==> config.mk <==
export PLATFORM = sky130hd
export DESIGN_NAME = uart_rx_fifo
export DESIGN_NICKNAME = d
export VERILOG_FILES = /design/src/rtl/uart_rx_fifo.sv
export SDC_FILE = /design/constraint.sdc
export NUM_CORES = 1
export LEC_CHECK = 0
export CAP_MARGIN = 20
export CORE_MARGIN = 2
export CORE_UTILIZATION = 30
export CTS_CLUSTER_DIAMETER = 30
export DETAILED_ROUTE_END_ITERATION = 10
export SLEW_MARGIN = 10
export SYNTH_ARGS = -nofsm -noshare
export SYNTH_HDL_FRONTEND = slang
export SYNTH_SLANG_ARGS = --single-unit
==> constraint.sdc <==
create_clock -name clk -period 2.75 [get_ports clk]
set_input_delay 0.4125 -clock clk [delete_from_list [all_inputs] [get_ports clk]]
set_output_delay 0.4125 -clock clk [all_outputs]
set_load 0.1 [all_outputs]
==> src/rtl/uart_rx_fifo.sv <==
// UART receiver with configurable framing and a small receive FIFO carrying per-entry error flags.
// Define UART_RX_SYNC_EN to insert a two-flop input synchronizer ahead of the receiver.
module uart_rx_fifo #(
   parameter int unsigned CLKS_PER_BIT = 10000,
   parameter int unsigned DATA_BITS    = 8,
   parameter int unsigned PARITY       = 0,
   parameter int unsigned STOP_BITS    = 1,
   parameter int unsigned FIFO_DEPTH   = 4
) (
   input  logic                        clk,
   input  logic                        rst,
   input  logic                        rx_serial,
   output logic [DATA_BITS-1:0]        rx_data,
   output logic                        rx_valid,
   input  logic                        rx_ready,
   output logic                        parity_err,
   output logic                        frame_err,
   output logic                        overrun,
   input  logic                        err_clr,
   output logic [$clog2(FIFO_DEPTH):0] fifo_count
);

   localparam int unsigned CNT_W = $clog2(CLKS_PER_BIT);
   localparam int unsigned IDX_W = $clog2(DATA_BITS);
   localparam int unsigned AW    = $clog2(FIFO_DEPTH);
   localparam int unsigned EW    = DATA_BITS + 2;

   localparam logic [CNT_W-1:0] BIT_LAST  = CNT_W'(CLKS_PER_BIT - 1);
   localparam logic [CNT_W-1:0] HALF_LAST = CNT_W'(CLKS_PER_BIT / 2 - 1);
   localparam logic [IDX_W-1:0] DATA_LAST = IDX_W'(DATA_BITS - 1);
   localparam logic             STOP_LAST = (STOP_BITS == 2);
   localparam logic [AW:0]      CNT_FULL  = (AW+1)'(FIFO_DEPTH);

   typedef enum logic [2:0] {
      ST_IDLE,
      ST_START,
      ST_DATA,
      ST_PARITY,
      ST_STOP,
      ST_BREAK
   } state_t;

   logic w_rx;
   logic w_armed_set;

`ifdef UART_RX_SYNC_EN
   logic [1:0] r_sync;

   always_ff @(posedge clk or posedge rst) begin
      if (rst) r_sync <= '1;
      else     r_sync <= {r_sync[0], rx_serial};
   end

   assign w_rx = r_sync[1];
   // Synchronizer resets high; only arm once the raw line is also seen high.
   assign w_armed_set = r_sync[1] & r_sync[0] & rx_serial;
`else
   assign w_rx        = rx_serial;
   assign w_armed_set = rx_serial;
`endif

   // ---------------------------------------------------------------- receiver
   state_t             r_state, w_state_nxt;
   logic [CNT_W-1:0]   r_cnt, w_cnt_nxt;
   logic [IDX_W-1:0]   r_idx, w_idx_nxt;
   logic               r_stop_idx, w_stop_idx_nxt;
   logic [DATA_BITS-1:0] r_shift, w_shift_nxt;
   logic               r_perr, w_perr_nxt;
   logic               r_ferr, w_ferr_nxt;
   logic               r_armed;
   logic               w_push;
   logic               r_push;
   logic [EW-1:0]      r_push_ent;
   logic               w_par_x;

   assign w_par_x = (^r_shift) ^ w_rx;

   always_ff @(posedge clk or posedge rst) begin
      if (rst) r_state <= ST_IDLE;
      else     r_state <= w_state_nxt;
   end

   always_comb begin
      w_state_nxt    = r_state;
      w_cnt_nxt      = r_cnt + 1'b1;
      w_idx_nxt      = r_idx;
      w_stop_idx_nxt = r_stop_idx;
      w_shift_nxt    = r_shift;
      w_perr_nxt     = r_perr;
      w_ferr_nxt     = r_ferr;
      w_push         = 1'b0;
      case (r_state)
         ST_IDLE: begin
            w_cnt_nxt      = '0;
            w_idx_nxt      = '0;
            w_stop_idx_nxt = 1'b0;
            w_perr_nxt     = 1'b0;
            w_ferr_nxt     = 1'b0;
            if (r_armed && !w_rx) w_state_nxt = ST_START;
         end
         ST_START: begin
            if (r_cnt == HALF_LAST) begin
               w_cnt_nxt   = '0;
               w_state_nxt = w_rx ? ST_IDLE : ST_DATA;
            end
         end
         ST_DATA: begin
            if (r_cnt == BIT_LAST) begin
               w_cnt_nxt   = '0;
               w_shift_nxt = {w_rx, r_shift[DATA_BITS-1:1]};
               if (r_idx == DATA_LAST)
                  w_state_nxt = (PARITY != 0) ? ST_PARITY : ST_STOP;
               else
                  w_idx_nxt = r_idx + 1'b1;
            end
         end
         ST_PARITY: begin
            if (r_cnt == BIT_LAST) begin
               w_cnt_nxt   = '0;
               w_perr_nxt  = (PARITY == 1) ? ~w_par_x : w_par_x;
               w_state_nxt = ST_STOP;
            end
         end
         ST_STOP: begin
            if (r_cnt == BIT_LAST) begin
               w_cnt_nxt  = '0;
               w_ferr_nxt = r_ferr | ~w_rx;
               if (r_stop_idx == STOP_LAST) begin
                  w_push      = 1'b1;
                  w_state_nxt = w_ferr_nxt ? ST_BREAK : ST_IDLE;
               end else begin
                  w_stop_idx_nxt = 1'b1;
               end
            end
         end
         ST_BREAK: begin
            w_cnt_nxt = '0;
            if (w_rx) w_state_nxt = ST_IDLE;
         end
         default: w_state_nxt = ST_IDLE;
      endcase
   end

   // Push is registered so the FIFO sees the frame one cycle after its last stop sample.
   always_ff @(posedge clk or posedge rst) begin
      if (rst) begin
         r_cnt      <= '0;
         r_idx      <= '0;
         r_stop_idx <= 1'b0;
         r_shift    <= '0;
         r_perr     <= 1'b0;
         r_ferr     <= 1'b0;
         r_armed    <= 1'b0;
         r_push     <= 1'b0;
         r_push_ent <= '0;
      end else begin
         r_cnt      <= w_cnt_nxt;
         r_idx      <= w_idx_nxt;
         r_stop_idx <= w_stop_idx_nxt;
         r_shift    <= w_shift_nxt;
         r_perr     <= w_perr_nxt;
         r_ferr     <= w_ferr_nxt;
         r_push     <= w_push;
         if (w_armed_set) r_armed <= 1'b1;
         if (w_push) r_push_ent <= {w_perr_nxt, w_ferr_nxt, w_shift_nxt};
      end
   end

   // -------------------------------------------------------------------- FIFO
   logic [EW-1:0] r_mem [FIFO_DEPTH];
   logic [AW-1:0] r_wr_ptr, r_rd_ptr;
   logic [AW:0]   r_count;
   logic          r_overrun;
   logic          w_full, w_pop, w_wr, w_ovf;
   logic [EW-1:0] w_head;

   assign w_full = (r_count == CNT_FULL);
   assign w_pop  = rx_valid & rx_ready;
   assign w_wr   = r_push & (~w_full | w_pop);
   assign w_ovf  = r_push & w_full & ~w_pop;

   always_ff @(posedge clk or posedge rst) begin
      if (rst) begin
         r_wr_ptr  <= '0;
         r_rd_ptr  <= '0;
         r_count   <= '0;
         r_overrun <= 1'b0;
      end else begin
         if (w_wr)  r_wr_ptr <= r_wr_ptr + 1'b1;
         if (w_pop) r_rd_ptr <= r_rd_ptr + 1'b1;
         case ({w_wr, w_pop})
            2'b10:   r_count <= r_count + 1'b1;
            2'b01:   r_count <= r_count - 1'b1;
            default: r_count <= r_count;
         endcase
         if (w_ovf)        r_overrun <= 1'b1;
         else if (err_clr) r_overrun <= 1'b0;
      end
   end

   // When full, a simultaneous pop frees the slot the write pointer already addresses.
   always_ff @(posedge clk) begin
      if (w_wr) r_mem[r_wr_ptr] <= r_push_ent;
   end

   assign w_head     = r_mem[r_rd_ptr];
   assign rx_valid   = (r_count != '0);
   assign rx_data    = rx_valid ? w_head[DATA_BITS-1:0] : '0;
   assign frame_err  = rx_valid & w_head[DATA_BITS];
   assign parity_err = rx_valid & w_head[DATA_BITS+1];
   assign overrun    = r_overrun;
   assign fifo_count = r_count;

endmodule

==> impl_results.md <==
* GRT overflow at 0
* Antenna cells at 0
* WL final at between 6000 and 7000 um
* Post-synthesis cell area at between 4000 and 5000 sq um
* Skew final at 0.00721 ns
* Crit path cell chain: mux4_2 -> and2_2 -> buf_12
* Die Area at 14,400 sq um
* # nets final at about 350
* DP Worst Slack at 0.413 ns
* Clk root buf: clkbuf_16
* Area leader, netlist: dfrtp_1
* I/O Pins at 20
* CP max stage cell: dfrtp_1
* Critical Path Max Stage Delay at between 0.7 and 0.8 ns
* Worst-path clk slew at 0.07 ns
* Synth async-reset ratio at 0.560
* Post-CTS Hold Fix Bufs at 0
* Clock Sinks at 91
* Top cell type's share of synthesized area at 0.316
* CP Max Fanout at 11
* Largest net degree at the start of global routing at 39
* Postcts setup bufs at 0
* Pwr/cell area at 690 nW/um^2
* Vias in the first global route at 2,399
* Status: complete, no violations
* Area contributors post-synth: dfrtp_1 (32%), edfxtp_1 (30%), mux4_2 (5.6%), xnor2_1 (3.5%), o21ai_0 (3.0%)
* Period utilization at 0.916
* Total GRT Usage at 0.0993
* Slew margin rel. at 0.554
* CORE AREA at 13,200 sq um
* Routed wl met2 at ~3100 um
* Critical path launch point type: flop
* Highest Signal Layer: met4
* Gpl congestion at 0.754
* Commonest non-fill, non-tap cell in the layout: dfrtp_1
* Starting Density at 0.306
* Die Ht at approximately 120 um
* Setup CP Type: reg -> out
* Post-synthesis sequential area ratio at 0.614
* Via count at around 2,400
* Mean area per synthesized cell at 12.7 sq um
* Starting DRT DRC Count at just over 200
* Setup TNS at 0 ns
* # rows at 42
* Global-route wire length before repair at about 11,000 um
* Register bit total from synthesis at 91
* Crit end category: output pin
* Post-CTS resize count at 0
* Max-cap violations at 0
* Most frequent cells in the layout: dfrtp_1 (48), edfxtp_1 (40), nand2_1 (27)
* DR DRC count at 0
* EDFF count, synth at 40
* Clock latency on the worst-skew pair at approximately 0.34 ns
* P&R area growth vs syn at 18.9%
* CTS Buf Count at 9
* Post-synth net total at 331
* Metal3 WL at 248 um
* Worst Path Arrival at between 2 and 2.5 ns
* Slew Limit Fails at 0
* Synth Flop Type: dfrtp_1
* Worst slew pin tran at 0.669 ns
* ANT nets after route at 0
* # setup viols final at 0
* Unrepaired setup endpoints after global routing: false
* Number of vias per cell at 4.51
* Port Buffers at 19
* Final Hold Fails at 0
* Data required time of the worst path at 2.34 ns
* Worst IR Drop VDD at roughly 0.00036 V
* Initial antenna violation count at 0
* Minimum clock period at 2.52 ns
* Worst R2R Setup Slack at between 0.5 and 0.6 ns
* Hold Crit Class: in -> async
* Fmax at 0.397 GHz
* TritonCTS clock tree: built
* H-Tree Depth at 3
* Routed len/inst at 12.6 um
* Leakage at 0.00195 uW
* Yosys cell types at 46
* Die width at 120 um
* Layout cells sized above 1 at 0.208
* Ys Warns at 0
* Post-synthesis cell count at 318
* Setup ws final at roughly 0.23 ns
* Post-DP HPWL at 4780 um
* CTS Buffer Depth at 2
* DRT met1 WL at 3110 um
* Drt pass-1 iters at 4
## final timing paths
kind | cells past startpoint | from | endpoint
min | 2 | rst | r_push_ent[2]
max reg2reg | 5 | r_cnt[3] | r_cnt[3]
min reg2reg | 1 | r_cnt[0] | r_cnt[0]
min in group clk | 1 | r_cnt[0] | r_cnt[0]
max in group asynchronous | 3 | rst | fifo_count[1]
max | 3 | r_rd_ptr[0] | rx_data[1]
## where the power goes
group          total [uW]  switching, uW  internal, uW
Sequential           1550            107          1450
Combinational         620            414           206
Clock                1140            515           620
Total                3310           1040          2270
## area by class of cell
type                       instances  area [sq um]
sequential                        91          2480
inverter                          21          78.8
multi-input combinational        194          1440
fill                            1287          8390
timing repair buffer              24           303
clock inverter                     6          47.5
clock buffer                      10           229
tap                              176           220
## sequential cells by signal, indices dropped and copies added (netlist names), 3 cells and up
| register | flops |
|---|---|
| r_push_ent | 10 |
| r_cnt | 14 |
| fifo_count | 3 |
| r_idx | 3 |
| r_shift | 8 |
| r_state | 3 |
| r_mem | 40 |
## metrics by stage
step | hold slack, ns | power [uW] | std cells | instance area (sq um) | util
after detailed placement | 0.455 | 2220 | 506 | 4520 | 0.343
after floorplan | 0.424 | 2070 | 318 | 4050 | -
after global routing | 0.385 | 3450 | 522 | 4800 | 0.364
after CTS | 0.357 | 3360 | 522 | 4800 | 0.364
after global placement | 0.436 | 2200 | 506 | 4520 | 0.343
final | 0.348 | 3310 | 522 | 4800 | 0.364
## cell usage after synthesis (3+ instances only)
| cell type | number |
|---|---|
| mux4_2 | 10 |
| nand2_1 | 27 |
| nand3_1 | 7 |
| nor2_1 | 24 |
| and3_1 | 3 |
| xor2_1 | 9 |
| edfxtp_1 | 40 |
| nand4_1 | 5 |
| a21oi_1 | 4 |
| and2_1 | 15 |
| nor2b_1 | 6 |
| xnor2_1 | 16 |
| inv_1 | 21 |
| mux2_2 | 5 |
| ha_1 | 7 |
| o21ai_0 | 24 |
| dfrtp_1 | 51 |
| buf_2 | 3 |
| clkbuf_1 | 7 |
## kinds of logic (layout without fill, tap and decap cells)
family,after synthesis,in the layout,share of synthesized area
buf+inv,33,61,0.0326
simple gates,101,101,0.130
mux,15,15,0.0698
fa+ha+maj,8,8,0.0267
flops,91,91,0.614
compound gates,45,45,0.0732
xor+xnor,25,25,0.0543
## critical path, delay by kind of cell, from the launching register on
family,cells,cell delay [ns]
muxes,1,0.59
buffers and inverters,1,0.16
DFF,1,0.77
and+or+nand+nor,1,0.23
## routing by layer
metal | GRT usage | vias to the layer above
met5 | 0 | -
met4 | 0.0397 | 0
li1 | - | 1168
met1 | 0.124 | 1141
met2 | 0.161 | 33
met3 | 0.0295 | 11
(Power assumes the default switching activity.)
